**config.mk**
```make
export PLATFORM = sky130hd
export DESIGN_NAME = opb_register_simulink2ppc_latched
export DESIGN_NICKNAME = d
export VERILOG_FILES = /design/src/rtl/opb_register_simulink2ppc_latched.sv
export SDC_FILE = /design/constraint.sdc
export NUM_CORES = 1
export LEC_CHECK = 0
export BUFFER_PORTS_ARGS = -buffer_cell sky130_fd_sc_hd__buf_2
export CAP_MARGIN = 20
export CORE_ASPECT_RATIO = 1.25
export CORE_MARGIN = 4
export CORE_UTILIZATION = 25
export CTS_BUF_LIST = sky130_fd_sc_hd__clkbuf_8
export DETAILED_ROUTE_END_ITERATION = 6
export REMOVE_ABC_BUFFERS = 1
export SETUP_SLACK_MARGIN = 0.02
export SLEW_MARGIN = 30
export SYNTH_ARGS = -nofsm -noshare
export SYNTH_HDL_FRONTEND = slang
export SYNTH_SLANG_ARGS = --single-unit
export TNS_END_PERCENT = 20
```
**constraint.sdc**
```tcl
create_clock -name OPB_Clk -period 1.45 [get_ports OPB_Clk]
set_clock_uncertainty 0.05 [all_clocks]
set_input_delay 0.0725 -clock OPB_Clk [delete_from_list [all_inputs] [get_ports OPB_Clk]]
set_output_delay 0.0725 -clock OPB_Clk [all_outputs]
set_load 0.02 [all_outputs]
```
**src/rtl/opb_register_simulink2ppc_latched.sv**
```systemverilog
`default_nettype none
// +----------------------------------------------------------------------------+
// | opb_register_simulink2ppc_latched                                          |
// | OPB slave latching a fabric word for PowerPC read-back, with status/ctrl.  |
// | Revision: 1.0                                                              |
// +----------------------------------------------------------------------------+
module opb_register_simulink2ppc_latched #(
  parameter logic [31:0] C_BASEADDR   = 32'h01204100,
  parameter logic [31:0] C_HIGHADDR   = 32'h012041FF,
  parameter int          C_OPB_AWIDTH = 32,
  parameter int          C_OPB_DWIDTH = 32
) (
  input  logic                    OPB_Clk,
  input  logic                    OPB_Rst,
  input  logic [0:C_OPB_AWIDTH-1] OPB_ABus,
  input  logic [0:3]              OPB_BE,
  input  logic [0:C_OPB_DWIDTH-1] OPB_DBus,
  input  logic                    OPB_RNW,
  input  logic                    OPB_select,
  input  logic                    OPB_seqAddr,
  output logic [0:C_OPB_DWIDTH-1] Sl_DBus,
  output logic                    Sl_xferAck,
  output logic                    Sl_errAck,
  output logic                    Sl_retry,
  output logic                    Sl_toutSup,
  input  logic [31:0]             user_data_in,
  input  logic                    user_data_valid,
  output logic                    user_data_ack
);

  localparam logic [7:0] C_OFF_DATA   = 8'd0;
  localparam logic [7:0] C_OFF_STATUS = 8'd1;
  localparam logic [7:0] C_OFF_CTRL   = 8'd2;

  logic        r_ack;
  logic        r_rnw;
  logic [7:0]  r_off;
  logic [1:0]  r_wbits;
  logic [31:0] r_rdata;
  logic [31:0] r_data;
  logic        r_new;
  logic        r_overrun;
  logic        r_freeze;
  logic [15:0] r_count;

  logic        w_hit;
  logic        w_start;
  logic [31:0] w_rel;
  logic [7:0]  w_off;
  logic [31:0] w_wdata;
  logic [31:0] w_rdmux;
  logic        w_capture;
  logic        w_data_rd;
  logic        w_ctrl_wr;
  logic        w_clear;
  logic        w_unused;

  // Big-endian bus vectors assign straight across: bus index 0 lands on bit 31.
  assign w_wdata = OPB_DBus;
  assign w_rel   = OPB_ABus - C_BASEADDR;
  assign w_off   = w_rel[9:2];
  assign w_hit   = OPB_select && (OPB_ABus >= C_BASEADDR) && (OPB_ABus <= C_HIGHADDR);
  assign w_start = w_hit && !r_ack;

  assign w_capture = user_data_valid && !r_freeze;
  assign w_data_rd = r_ack && r_rnw && (r_off == C_OFF_DATA);
  assign w_ctrl_wr = r_ack && !r_rnw && (r_off == C_OFF_CTRL);
  assign w_clear   = w_ctrl_wr && r_wbits[1];

  always_comb begin
    w_rdmux = '0;
    case (w_off)
      C_OFF_DATA:   w_rdmux = r_data;
      C_OFF_STATUS: w_rdmux = {r_count, 13'd0, r_freeze, r_overrun, r_new};
      C_OFF_CTRL:   w_rdmux = {31'd0, r_freeze};
      default:      w_rdmux = '0;
    endcase
  end

  always_ff @(posedge OPB_Clk) begin
    if (!OPB_Rst) begin
      r_ack     <= 1'b0;
      r_rnw     <= 1'b0;
      r_off     <= '0;
      r_wbits   <= '0;
      r_rdata   <= '0;
      r_data    <= '0;
      r_new     <= 1'b0;
      r_overrun <= 1'b0;
      r_freeze  <= 1'b0;
      r_count   <= '0;
    end else begin
      r_ack <= w_start;
      if (w_start) begin
        r_rnw   <= OPB_RNW;
        r_off   <= w_off;
        r_wbits <= w_wdata[1:0];
        r_rdata <= OPB_RNW ? w_rdmux : 32'd0;
      end

      if (w_capture) begin
        r_data <= user_data_in;
      end

      // A capture coinciding with the DATA read keeps the fresh word flagged.
      if (w_capture) begin
        r_new <= 1'b1;
      end else if (w_data_rd) begin
        r_new <= 1'b0;
      end

      if (w_clear) begin
        r_overrun <= 1'b0;
      end else if (w_capture && r_new && !w_data_rd) begin
        r_overrun <= 1'b1;
      end

      if (w_clear) begin
        r_count <= '0;
      end else if (w_capture) begin
        r_count <= r_count + 16'd1;
      end

      if (w_ctrl_wr) begin
        r_freeze <= r_wbits[0];
      end
    end
  end

  // Outputs are masked by reset so nothing is acknowledged in a reset cycle.
  assign Sl_xferAck    = r_ack && OPB_Rst;
  assign Sl_DBus       = Sl_xferAck ? r_rdata : '0;
  assign user_data_ack = Sl_xferAck && r_rnw && (r_off == C_OFF_DATA);
  assign Sl_errAck     = 1'b0;
  assign Sl_retry      = 1'b0;
  assign Sl_toutSup    = 1'b0;

  assign w_unused = ^{OPB_BE, OPB_seqAddr, w_rel[31:10], w_rel[1:0], w_wdata[31:2]};

endmodule
`default_nettype wire

```
==> impl_metrics.yaml <==
outcome:
  outcome: "finished with violations"
  violations: "setup timing"
route:
  ant_nets: 0
  drt_iter0_markers: 177
  drt-wirelength-per-cell_um: 14.24
  drt_wl_total_um: 12940
  first_pass_iters: 4
  vias_per_cell: 4.422
  drc: 0
  vias: 4020
yosys:
  synth_warnings: 0
  synth_cell_types: 40
  synth_cells: 518
  yosysSeqAreaShare_pct: 43.33
  synth.avg_cell_area_um2: 8.473
  synth_seq_cells: 95
  netlist_area_um2: 4389
setup_path:
  worst_path_max_delay_cell: "dfxtp_2"
  slowest_delay_ns: 0.33
  endpoint_kind: "output port"
  cp.required_ns: 1.33
  critPathLaunchType: "flop"
  crit_type: "reg2out"
  arrival_ns: 1.66
  regToRegSetupSlack_ns: -0.28
  worst-path-max-fanout: 2
  crit_chain: "nor4_2 > and4b_1 > nand3b_1 > nor2_2 > buf_6"
final_layout:
  final_nets: 793
  syn2layout_area_growth_pct: 49.17
  drive_gt1_share_pct: 33.24
  final_cell_mix: "158 x nand2_1, 93 x dfxtp_1, 75 x buf_2"
  mostFrequentLayoutCell: "nand2_1"
  antenna_cells: 0
global_routing:
  grt_pass1_wl_um: 19560
  grt_pass1_vias: 3935
  globalRouteTotalUtil_pct: 12.33
  grt_overflow: 0
  grt_start_max_net_pins: 58
  antenna_found_initial: 1
floorplan:
  core_area_um2: 17040
  die_w_um: 126.5
  die_area_um2: 19750
  die_h_um: 156.1
  placementRows: 53
  io_pins: 143
  start_util_pct: 25.75
clock_network:
  clock-root-buffer: "clkbuf_8"
  h-tree-depth: 3
  clock_latency_ns: 0.36
  clk_pin_slew_ns: 0.09
  cts_sinks: 95
  cts_tree: "built"
  clk_path_buf_depth: 2
  cts-buffers-inserted: 9
place:
  io_buffers: 104
  place_congestion: 0.8164
  pre_cts_ws_ns: -0.3360
  place_hpwl_um: 8270
timing:
  finalSetupViolations: 97
  timing.hold.ws_ns: 0.06439
  fin_ws_ns: -0.3298
  finalHoldViolCount: 0
  slew_violations: 0
  max_freq_mhz: 561.8
  min_period_over_period_pct: 122.7
  rsz0062_at_grt: "yes"
  min_period_ns: 1.780
worst_hold_path:
  hp-class: "in2reg"
power:
  p_total_mw: 5.303
  powerDensity_nw_per_um2: 809.9
  peakVddDrop_uv: 430.0
  leakage_nw: 2.639
run:
  maxCapViolations: 0
[layer usage]
layer | vias up | GRT usage, % | wire, um
met1 | 1852 | 14.63 | 5713
met5 | - | 0 | 11
met4 | 2 | 3.270 | 144
met2 | 87 | 21.82 | 6310
li1 | 2066 | - | -
met3 | 13 | 3.493 | 762
[critical path: cells and delay by family, from the launching register on]
family        cells  cell delay, ns
buf+inv           1            0.14
flops             1            0.33
simple gates      4            0.83
[sequential cells by signal (all words and copies together) (netlist names), 2 cells and up]
register and cells:
r_count 16, r_data 32, r_off 8, r_rdata 32, r_wbits 2
[cells in the mapped netlist]
master / count / share of area, %
o22ai_1: 1 / 0.14
clkinv_1: 1 / 0.085
nand4_1: 6 / 0.86
nand3_1: 5 / 0.57
conb_1: 1 / 0.085
buf_2: 3 / 0.34
a41oi_1: 1 / 0.20
nor4b_1: 2 / 0.40
mux2_2: 18 / 4.6
xor2_1: 10 / 2.0
buf_6: 1 / 0.26
nand2b_1: 2 / 0.29
buf_12: 4 / 1.8
and3_1: 38 / 5.4
clkbuf_1: 23 / 2.0
and4_1: 3 / 0.60
buf_1: 5 / 0.43
nor4bb_1: 1 / 0.23
nor4_1: 4 / 0.57
a211o_1: 1 / 0.20
nor2b_1: 2 / 0.29
o21a_1: 1 / 0.17
nand2_1: 158 / 14
a31oi_1: 1 / 0.14
and2b_1: 1 / 0.17
nor3_1: 1 / 0.11
xnor2_1: 5 / 1.0
nor4_2: 1 / 0.29
inv_1: 3 / 0.26
nand3b_1: 2 / 0.34
and2_1: 3 / 0.43
mux2i_1: 45 / 10
dfxtp_1: 95 / 43
buf_4: 3 / 0.51
nor4_4: 1 / 0.48
o21ai_2: 1 / 0.20
a21oi_1: 35 / 4.0
nor2_1: 25 / 2.1
ha_1: 3 / 0.86
and4b_1: 2 / 0.46
[kinds of logic after synthesis]
kind of cell / after synthesis / synth area share (%)
adders and majority gates: 3 / 0.8553
AOI/OAI and AO/OA: 41 / 5.046
muxes: 63 / 14.88
buffers and inverters: 43 / 5.673
and+or+nand+nor: 257 / 27.14
xor gates and xnor gates: 15 / 2.993
other: 1 / 0.08544
DFF: 95 / 43.33
[power breakdown]
part / internal [mW] / leakage, nW / switching (mW)
combinational: 0.266 / 1.75 / 0.249
clock: 1.15 / 0.120 / 0.938
sequential: 2.67 / 0.773 / 0.0324
[final timing paths]
kind	start	endpoint	cells after the start
worst max-delay path	r_off[3]	user_data_ack	5
worst min-delay path	OPB_ABus[25]	r_off[4]	4
worst max register to register	r_ack	r_rdata[21]	6
worst min register to register	r_data[16]	r_data[16]	2
[stage by stage]
step	setup TNS, ns	cells	cell area (um^2)	util (%)
detailed placement	-15.59	845	5350	31.39
global placement	-14.64	845	5350	31.39
global route	-26.55	909	6548	38.42
CTS	-18.91	903	6335	37.17
floorplan	-179.30	481	4163	-
finish	-19.11	909	6548	38.42
[layout make-up]
type | instances | area, um^2
clock buffer | 9 | 123.9
clock inverter | 7 | 120.1
fill | 1729 | 10500
inverter | 4 | 15.01
multi-input combinational | 382 | 2415
sequential | 95 | 1904
tap | 220 | 275.3
timing repair buffer | 192 | 1694
[repair_timing]
item / in CTS / in global routing
pin swaps: 31 / 15
hold buffers: 35 / 0
hold endpoints to repair: 35 / 0
gates cloned: 3 / 5
gates resized for setup: 80 / 24
setup buffers: 4 / 1
setup endpoints to repair: 96 / 97
Power figures use the tool's default switching activity.
